$ cat config.mk
export PLATFORM = sky130hd
export DESIGN_NAME = alu_seq
export DESIGN_NICKNAME = d
export VERILOG_FILES = /design/src/rtl/alu_pkg.sv /design/src/rtl/alu_logic_arith.sv /design/src/rtl/alu_seq.sv
export SDC_FILE = /design/constraint.sdc
export NUM_CORES = 1
export LEC_CHECK = 0
export BUFFER_PORTS_ARGS = -buffer_cell sky130_fd_sc_hd__buf_4
export CORE_AREA = 10 10 116 108
export CTS_BUF_LIST = sky130_fd_sc_hd__clkbuf_2
export DETAILED_ROUTE_END_ITERATION = 7
export DIE_AREA = 0 0 126 118
export PLACE_DENSITY = 0.77
export SLEW_MARGIN = 0
export SYNTH_ARGS = -nofsm -noshare
export SYNTH_HDL_FRONTEND = slang
export SYNTH_HIERARCHICAL = 1
export SYNTH_SLANG_ARGS = --single-unit
$ cat constraint.sdc
create_clock -name clk -period 6.55 [get_ports clk]
set_clock_uncertainty 0.1 [all_clocks]
set_input_delay 1.6375 -clock clk [delete_from_list [all_inputs] [get_ports clk]]
set_output_delay 1.6375 -clock clk [all_outputs]
set_load 0.1 [all_outputs]
$ cat src/rtl/alu_pkg.sv
// Shared opcodes, FSM states and flag bit positions for the sequential ALU.
package alu_pkg;

  localparam logic [3:0] OP_NOT  = 4'd0;
  localparam logic [3:0] OP_AND  = 4'd1;
  localparam logic [3:0] OP_OR   = 4'd2;
  localparam logic [3:0] OP_SHR  = 4'd3;
  localparam logic [3:0] OP_SHL  = 4'd4;
  localparam logic [3:0] OP_ADD  = 4'd5;
  localparam logic [3:0] OP_SUB  = 4'd6;
  localparam logic [3:0] OP_XOR  = 4'd7;
  localparam logic [3:0] OP_ASHR = 4'd8;
  localparam logic [3:0] OP_CMP  = 4'd9;

  typedef enum logic [1:0] {
    S_IDLE  = 2'd0,
    S_SHIFT = 2'd1,
    S_DONE  = 2'd2
  } state_t;

  localparam int FLAG_C = 4;
  localparam int FLAG_Z = 3;
  localparam int FLAG_N = 2;
  localparam int FLAG_V = 1;
  localparam int FLAG_L = 0;

  function automatic logic is_shift(input logic [3:0] op);
    return (op == OP_SHR) || (op == OP_SHL) || (op == OP_ASHR);
  endfunction

endpackage

$ cat src/rtl/alu_logic_arith.sv
// Single-cycle logic/add/sub results with carry, overflow and less-than; purely combinational.
// zn_src is the value Z/N are taken from (the difference for CMP, otherwise the result).
module alu_logic_arith
  import alu_pkg::*;
#(
  parameter int WIDTH = 16
) (
  input  logic [3:0]       op,
  input  logic [WIDTH-1:0] a,
  input  logic [WIDTH-1:0] b,
  output logic [WIDTH-1:0] res,
  output logic [WIDTH-1:0] zn_src,
  output logic             c_out,
  output logic             v_out,
  output logic             l_out,
  output logic             err_out
);

  logic [WIDTH:0] sum;
  logic [WIDTH:0] diff;
  logic           add_v;
  logic           sub_v;

  assign sum   = {1'b0, a} + {1'b0, b};
  assign diff  = {1'b0, a} - {1'b0, b};
  assign add_v = (a[WIDTH-1] == b[WIDTH-1]) && (sum[WIDTH-1] != a[WIDTH-1]);
  assign sub_v = (a[WIDTH-1] != b[WIDTH-1]) && (diff[WIDTH-1] != a[WIDTH-1]);

  always_comb begin
    res     = '0;
    c_out   = 1'b0;
    v_out   = 1'b0;
    l_out   = 1'b0;
    err_out = 1'b0;
    case (op)
      OP_NOT: res = ~a;
      OP_AND: res = a & b;
      OP_OR:  res = a | b;
      OP_XOR: res = a ^ b;
      OP_ADD: begin
        res   = sum[WIDTH-1:0];
        c_out = sum[WIDTH];
        v_out = add_v;
      end
      OP_SUB, OP_CMP: begin
        // diff[WIDTH] is the borrow, which is exactly unsigned A<B
        res   = (op == OP_CMP) ? a : diff[WIDTH-1:0];
        c_out = diff[WIDTH];
        v_out = sub_v;
        l_out = diff[WIDTH];
      end
      OP_SHR, OP_SHL, OP_ASHR: res = '0;
      default: err_out = 1'b1;
    endcase
    zn_src = (op == OP_CMP) ? diff[WIDTH-1:0] : res;
  end

endmodule

$ cat src/rtl/alu_seq.sv
// Registered ALU: logic/arith latency 1, shifts latency amt+1 via a 1-bit/cycle shifter.
// Result held in DONE until out_ready; in_ready only in IDLE, so no overlap between operations.
module alu_seq
  import alu_pkg::*;
#(
  parameter int WIDTH   = 16,
  parameter int SHAMT_W = 5
) (
  input  logic             clk,
  input  logic             reset,
  input  logic             in_valid,
  output logic             in_ready,
  input  logic [3:0]       instruction,
  input  logic [WIDTH-1:0] data_in_A,
  input  logic [WIDTH-1:0] data_in_B,
  output logic             out_valid,
  input  logic             out_ready,
  output logic [WIDTH-1:0] data_out,
  output logic [4:0]       flags,
  output logic             op_err
);

  localparam logic [SHAMT_W-1:0] CNT_MAX = SHAMT_W'(WIDTH);
  localparam logic [SHAMT_W-1:0] CNT_ONE = SHAMT_W'(1);

  state_t             state_q, state_d;
  logic [3:0]         op_q, op_d;
  logic [WIDTH-1:0]   data_q, data_d;
  logic [SHAMT_W-1:0] cnt_q, cnt_d;
  logic [4:0]         flags_q, flags_d;
  logic               err_q, err_d;

  logic [WIDTH-1:0]   la_res, la_zn;
  logic               la_c, la_v, la_l, la_err;
  logic [SHAMT_W-1:0] amt_raw, amt;
  logic [WIDTH-1:0]   sh_next;
  logic               sh_bit;

  alu_logic_arith #(.WIDTH(WIDTH)) u_logic_arith (
    .op      (instruction),
    .a       (data_in_A),
    .b       (data_in_B),
    .res     (la_res),
    .zn_src  (la_zn),
    .c_out   (la_c),
    .v_out   (la_v),
    .l_out   (la_l),
    .err_out (la_err)
  );

  // Amounts beyond WIDTH behave exactly like WIDTH, so the counter saturates there
  assign amt_raw = data_in_B[SHAMT_W-1:0];
  assign amt     = (amt_raw > CNT_MAX) ? CNT_MAX : amt_raw;

  always_comb begin
    case (op_q)
      OP_SHL: begin
        sh_next = {data_q[WIDTH-2:0], 1'b0};
        sh_bit  = data_q[WIDTH-1];
      end
      OP_ASHR: begin
        sh_next = {data_q[WIDTH-1], data_q[WIDTH-1:1]};
        sh_bit  = data_q[0];
      end
      default: begin
        sh_next = {1'b0, data_q[WIDTH-1:1]};
        sh_bit  = data_q[0];
      end
    endcase
  end

  always_comb begin
    state_d = state_q;
    op_d    = op_q;
    data_d  = data_q;
    cnt_d   = cnt_q;
    flags_d = flags_q;
    err_d   = err_q;
    case (state_q)
      S_IDLE: begin
        if (in_valid) begin
          op_d    = instruction;
          flags_d = '0;
          if (is_shift(instruction)) begin
            data_d          = data_in_A;
            cnt_d           = amt;
            err_d           = 1'b0;
            flags_d[FLAG_Z] = (data_in_A == '0);
            flags_d[FLAG_N] = data_in_A[WIDTH-1];
            state_d         = (amt == '0) ? S_DONE : S_SHIFT;
          end else begin
            data_d  = la_res;
            cnt_d   = '0;
            err_d   = la_err;
            state_d = S_DONE;
            if (!la_err) begin
              flags_d[FLAG_C] = la_c;
              flags_d[FLAG_Z] = (la_zn == '0);
              flags_d[FLAG_N] = la_zn[WIDTH-1];
              flags_d[FLAG_V] = la_v;
              flags_d[FLAG_L] = la_l;
            end
          end
        end
      end
      S_SHIFT: begin
        data_d          = sh_next;
        cnt_d           = cnt_q - CNT_ONE;
        flags_d         = '0;
        flags_d[FLAG_C] = sh_bit;
        flags_d[FLAG_Z] = (sh_next == '0);
        flags_d[FLAG_N] = sh_next[WIDTH-1];
        if (cnt_q == CNT_ONE) state_d = S_DONE;
      end
      S_DONE: begin
        if (out_ready) state_d = S_IDLE;
      end
      default: state_d = S_IDLE;
    endcase
  end

  always_ff @(posedge clk) begin
    if (reset) begin
      state_q <= S_IDLE;
      op_q    <= '0;
      data_q  <= '0;
      cnt_q   <= '0;
      flags_q <= '0;
      err_q   <= 1'b0;
    end else begin
      state_q <= state_d;
      op_q    <= op_d;
      data_q  <= data_d;
      cnt_q   <= cnt_d;
      flags_q <= flags_d;
      err_q   <= err_d;
    end
  end

  assign in_ready  = (state_q == S_IDLE);
  assign out_valid = (state_q == S_DONE);
  assign data_out  = data_q;
  assign flags     = flags_q;
  assign op_err    = err_q;

endmodule
# [Yosys cells after proc, flatten, opt, wreduce, memory -nomap -nowiden]
# Index checks and enable logic that the tools add are counted.
[word_totals] regBits=33 in_bits=40 output_inout_bits=24 word_cells=80
[classes] addsub=3 magnitude_cmp=1 n_eq_ne=21 mux=29 bitwise_logic=4 n_reduce_logical=16
[ops] op="16-bit case mux with 6 select lines" n=1
[ops] op="16-bit two-way mux" n=4
[ops] op="16-bit case mux with 2 select lines" n=2
[ops] op="16-bit logical NOT" n=3
[ops] op="5-bit two-way mux" n=5
[ops] op="4-bit by 3-bit == test with 1-bit output (second input constant)" n=5
[ops] op="5-bit case mux with 2 select lines" n=2
[ops] op="16-bit by 16-bit adder with 17-bit output" n=1
[ops] op="16-bit by 16-bit subtractor with 17-bit output" n=1
[ops] op="16-bit bitwise AND" n=1
[ops] op="16-bit NOT" n=1
[ops] op="16-bit bitwise OR" n=1
[ops] op="16-bit XOR" n=1
[ops] op="2-bit two-way mux" n=7
[ops] op="4-bit == test (second input constant)" n=3
[ops] op="10-bit OR reduction" n=1
[ops] op="4-bit by 2-bit == test with 1-bit output (second input constant)" n=2
[ops] op="2-bit case mux with 3 select lines" n=1
[ops] op="5-bit by 1-bit == test with 1-bit output (second input constant)" n=1
[ops] op="5-bit greater-than comparator (second input constant)" n=1
[ops] op="5-bit logical NOT" n=1
[ops] op="1-bit two-way mux" n=5
[ops] op="5-bit by 1-bit subtractor with 5-bit output (second input constant)" n=1
[ops] op="4-bit by 1-bit == test with 1-bit output (second input constant)" n=1
[ops] op="15 further kinds" n=22

# [Longest topological paths before layout]
[depth] ltp_word=9 mapped_depth=15 ltp_nobuf=15

# [Hierarchy]
# The synthesis kept the hierarchy.
[modules_own_cells] module="alu_logic_arith" instances=1 cells_each=471 area_per_inst_um2=3056.7 seq_area_each_um2=0.0
[modules_own_cells] module="alu_seq" instances=1 cells_each=240 area_per_inst_um2=2063.2 seq_area_each_um2=660.6

# [Least setup slack after synthesis]
# Ideal clock, no wire load.
[synth_path] path_type="input -> register" from="input data_in_A[0]" to="register flags_q[3] (netlist: flags[3])" setup_time_ps=75 arrival_ps=4556 slack_ps=1818 path_stages=15 path_buffers=0 path_cell_list="inv_1 > ha_1 > inv_1 > fa_1 > nor2b_1 > o21ai_0 > a2111oi_1 > nor2_1 > o211ai_1 > a211o_2 > mux2_2 > nor4_1 > nand4_1 > or4_4 > o211ai_2"
[synth_via] elab_chain_cells=9 elab_cells_between_ends=15 cone_classes="2 x add/sub; 7 x mux; 4 x bitwise; 2 x reduce/logical"
[synth_lines] item="from (decl)" line="alu_seq.sv:14" rtl="input logic [WIDTH-1:0] data_in_A,"
[synth_lines] item="16-bit by 16-bit subtractor with 17-bit output" line="alu_logic_arith.sv:25" rtl="assign diff = {1'b0, a} - {1'b0, b};"
[synth_lines] item="16-bit two-way mux" line="alu_logic_arith.sv:47" rtl="res = (op == OP_CMP) ? a : diff[WIDTH-1:0];"
[synth_lines] item="16-bit case mux with 6 select lines *" line="alu_logic_arith.sv:35" rtl="case (op)"
[synth_lines] item="via la_res[10]" line="alu_seq.sv:33" rtl="logic [WIDTH-1:0] la_res, la_zn;"
[synth_lines] item="16-bit two-way mux *" line="alu_logic_arith.sv:55" rtl="zn_src = (op == OP_CMP) ? diff[WIDTH-1:0] : res;"
[synth_lines] item="via la_zn[10]" line="alu_seq.sv:33"
[synth_lines] item="16-bit logical NOT *" line="alu_seq.sv:98" rtl="flags_d[FLAG_Z] = (la_zn == '0);"
[synth_lines] item="5-bit two-way mux *" line="alu_seq.sv:96" rtl="if (!la_err) begin"
[synth_lines] item="2-bit two-way mux *" line="alu_seq.sv:84" rtl="if (is_shift(instruction)) begin"
[synth_lines] item="5-bit two-way mux *" line="alu_seq.sv:81" rtl="if (in_valid) begin"
[synth_lines] item="5-bit case mux with 2 select lines *" line="alu_seq.sv:79" rtl="case (state_q)"
[synth_lines] item="to (signal assigned)" line="alu_seq.sv:135" rtl="flags_q <= flags_d;"
[synth_lines] item="to (decl)" line="alu_seq.sv:30" rtl="logic [4:0] flags_q, flags_d;"
# The timed path passes the listed nets; every way through them passes the cells marked *. The select of a mux whose other input is x is not followed.
# A chain may end at the register's enable or synchronous reset.

# [Worst setup path after layout]
[layout_path] from="input data_in_A[0]" to="register flags_q[3] (netlist: flags[3])"
[layout_via] elab_chain_cells=9 elab_cells_between_ends=15 cone_classes="2 x add/sub; 7 x mux; 4 x bitwise; 2 x reduce/logical"
[layout_lines] item="16-bit by 16-bit subtractor with 17-bit output" line="alu_logic_arith.sv:25"
[layout_lines] item="16-bit two-way mux" line="alu_logic_arith.sv:47"
[layout_lines] item="16-bit case mux with 6 select lines" line="alu_logic_arith.sv:35"
[layout_lines] item="16-bit two-way mux *" line="alu_logic_arith.sv:55"
[layout_lines] item="via la_zn[14]" line="alu_seq.sv:33"
[layout_lines] item="16-bit logical NOT *" line="alu_seq.sv:98"
[layout_lines] item="5-bit two-way mux *" line="alu_seq.sv:96"
[layout_lines] item="2-bit two-way mux *" line="alu_seq.sv:84"
[layout_lines] item="5-bit two-way mux *" line="alu_seq.sv:81"
[layout_lines] item="5-bit case mux with 2 select lines *" line="alu_seq.sv:79"
# Marked as above.

==> results.json <==
{
  "antenna_violating_nets_post_route": 0,
  "vias": 5925,
  "muxShareOfSynthArea_pct": 8.70,
  "routed_wl_um": 18900,
  "post-cts-setup-buffers": 0,
  "clk_pin_slew_ns": 0.19,
  "synthCells": 711,
  "synth-simple-area-share_pct": 22.3,
  "regToRegSetupSlack_ns": 4.30,
  "synth.yosys.warnings": 6,
  "power-per-cell-area_nw_per_um2": 164,
  "top_usage_layer": "met2",
  "syn-mean-instance-area_um2": 7.20,
  "dominantRegCellSynth": "dfxtp_1",
  "cp-end-kind": "flop",
  "cellLeakagePower_nw": 2.48,
  "syn-cell-area_um2": 5120,
  "global_route.overflow_total": 0,
  "maxSlewViolCount": 0,
  "vdd.ir_drop.worst_v": 0.000130,
  "setup_tns_ns": 0,
  "crit_fanout": 5,
  "sequential_standard_cell_area_um2": 661,
  "critical_path.most_common_cell": "a21oi_1",
  "placementRows": 35,
  "highest_count_cells_in_the_layout_ignoring_fill_and_taps": "buf_4 (70), a21oi_1 (66), nand2_1 (55), nor2_1 (54)",
  "worst_slew_pin_slew_ns": 1.11,
  "detail_route.first_pass.iterations": 5,
  "synth_compound_gate_area_share_pct": 31.4,
  "hold_crit_depth": 2,
  "setup.worst_path.class": "input pin to flop",
  "portion_of_the_post_synthesis_area_used_by_sequential_elements_pct": 12.9,
  "crit_required_ns": 6.78,
  "htreeDepth": 2,
  "regToRegEndpoint": "data_out[14]$_SDFFE_PP0P_",
  "insertion_delay_to_the_later_sink_of_the_worst_skew_pair_ns": 0.38,
  "vias_per_cell": 6.79,
  "synth-edff-count": 0,
  "post_synthesis_share_of_cell_area_spent_on_full_adders_half_adders_and_majority_gates_pct": 13.5,
  "cp_cell_sequence": "buf_4 -> ha_1 -> fa_1 -> a21oi_1 -> o211ai_1 -> a21oi_1 -> o31ai_2 -> a311oi_1 -> o221a_2 -> o22ai_1 -> nor4_1 -> nand4_1 -> or4_4 -> o211ai_2",
  "post-route-min-period_ns": 5.20,
  "finish.utilization_pct": 56.4,
  "cts_root_buf": "clkbuf_2",
  "groute.usage.overall_pct": 23.3,
  "ys_types": 80,
  "setup_repair_after_global_routing_missed_its_margin": "false",
  "postSynth.asyncResetShare_pct": 0,
  "critical_path.slowest_cell": "a311oi_1",
  "hpwlAfterDp_um": 14200,
  "power_mw": 0.931,
  "setup-violations-final": 0,
  "coreArea_um2": 10100,
  "finalHoldViolations": 0,
  "worstRegToRegCells": 4,
  "syn_nets": 805,
  "worst_max_slew_margin_expressed_relative_to_the_limit_pct": 25.6,
  "yosys.area_share.xor_xnor_pct": 3.25,
  "num-nets-final": 837,
  "run_status": "complete, no violations",
  "cts_sinks": 33,
  "gr_layer_usage_met3_pct": 4.14,
  "grt_first_pass_wirelength_um": 29300,
  "first_iter_violations": 777,
  "chip_width_um": 126,
  "chipHeight_um": 118,
  "max_cap_violations": 0,
  "worstHoldEndpoint": "op_err$_SDFFE_PP0P_",
  "crit_start": "data_in_A[0]",
  "nFillCells": 973,
  "dp_slack_ns": 1.09,
  "final_cells": 873,
  "reg2reg_from": "op_q[3]$_SDFFE_PP0P_",
  "routed_wire_length_per_instance_um": 21.7,
  "final.setup.worst_slack_ns": 1.35,
  "cp_data_arrival_time_ns": 5.44,
  "critical-path-max-stage-delay_ns": 0.65,
  "critPathLaunchType": "input pin",
  "fraction_of_layout_cells_with_a_size_suffix_above_1_pct": 14.7,
  "pin_count": 64,
  "area_growth_syn_to_layout_pct": 10.9,
  "placement.io_buffers": 63,
  "hold_path_class": "flop to flop",
  "synth_top_family_by_area": "compound AO/OA/AOI/OAI gates",
  "max-clock-path-buffers": 2,
  "antenna_cells_inserted": 0,
  "critical_path_buf_inv_count": 1,
  "cts_resized": 0,
  "effective_utilization_at_floorplan_pct": 50.8,
  "grt_start_max_net_pins": 33,
  "cts_hold_buffers": 0,
  "multi_input_area_um2": 4070,
  "routabilityCongestion": 1.04,
  "cts_made_buffers": 5,
  "grt_antenna_before_repair": 0,
  "number_of_remaining_drc_errors": 0,
  "first_global_vias": 5466,
  "place_inst": 865,
  "hold_path.startpoint": "op_err$_SDFFE_PP0P_",
  "final_min_period_over_clock_period_pct": 79.5,
  "ys_ff_latch": 33,
  "mostFrequentLayoutCell": "buf_4",
  "global_route_met2_usage_pct": 35.9,
  "grt_use_met1_pct": 30.8,
  "cpLargestDelayFamily": "compound AO/OA/AOI/OAI gates",
  "die_area_um2": 14900,
  "tritoncts_clock_tree": "done",
  "max_clock_freq_ghz": 0.192
}
## state kept, by name, indices dropped and copies added (netlist names)
register	count
state_q	2
op_err	1
cnt_q	5
data_out	16
flags	5
op_q	4
## per-stage QoR
| step | cell area [um2] | hold WS (ns) |
|---|---|---|
| floorplan | 5120 | 0.358 |
| global placement | 5620 | 0.344 |
| detailed placement | 5620 | 0.350 |
| CTS | 5680 | 0.370 |
| global route | 5680 | 0.394 |
| finish | 5680 | 0.368 |
## tightest hold or removal path: stages (launching register included)
cell     delay (ns)
dfxtp_1        0.34
nand2_1        0.05
a21oi_1        0.05
## worst max-delay path by stage
stage,end,slack [ns],depth (start not counted)
after floorplan,flags[3]$_SDFFE_PP0P_,1.82,15
after global placement,flags[3]$_SDFFE_PP0P_,1.10,14
after detailed placement,flags[3]$_SDFFE_PP0P_,1.09,14
after CTS,flags[3]$_SDFFE_PP0P_,1.49,14
after global routing,flags[3]$_SDFFE_PP0P_,1.14,16
final,flags[3]$_SDFFE_PP0P_,1.35,14
## Yosys cell counts, drive strengths merged, types with 3 or more instances
cell	count	area share, %
a21oi	68	6.8
nand2	55	4.0
nor2	54	4.0
ha	52	13
inv	52	3.8
o21ai	44	4.4
dfxtp	33	13
o22ai	28	3.4
clkbuf	27	2.0
mux2i	22	4.3
nor3	21	2.2
mux2	20	4.4
buf	18	2.1
o211ai	18	2.7
and3	17	2.1
xnor2	15	2.6
nor2b	12	1.5
nand3	11	1.1
nor4	11	1.3
a22oi	9	1.3
a211oi	8	1.2
a221oi	8	1.6
nand2b	8	0.98
a31oi	7	0.98
a32oi	6	1.0
o21bai	6	0.88
o221ai	5	0.86
a221o	4	0.78
nand4	4	0.49
nor4b	4	0.98
o31ai	4	0.68
or3b	4	0.68
xor2	4	0.68
a211o	3	0.54
and2	3	0.37
nand3b	3	0.44
or2	3	0.37
or3	3	0.37
or4	3	0.51
## kinds of logic (layout without fill, tap and decap cells)
| family | after synthesis | after routing |
|---|---|---|
| AOI/OAI and AO/OA | 242 | 242 |
| DFF | 33 | 33 |
| buffers and inverters | 99 | 132 |
| and+or+nand+nor | 222 | 222 |
| muxes | 42 | 42 |
| xor gates and xnor gates | 19 | 19 |
| adders and majority gates | 54 | 54 |
## power by group
part | internal, mW | switching (mW)
Clock | 0.0652 | 0.0751
Combinational | 0.179 | 0.368
Sequential | 0.219 | 0.0243
Total | 0.463 | 0.468
## layout make-up
type	count	area share, %
inverters	54	3.57
clock buffers	6	0.529
well taps	129	2.84
clock inverters	2	0.595
repair buffers	70	9.25
multi-input cells	579	71.6
flip-flops and latches	33	11.6
## layer usage
| metal | part of all wire, % | routed length, um |
|---|---|---|
| met1 | 41 | 7750 |
| met2 | 44 | 8240 |
| met3 | 11 | 2140 |
| met4 | 4.1 | 780 |
| met5 | 0 | 0 |
No activity file was read; power rests on OpenSTA's default activity.
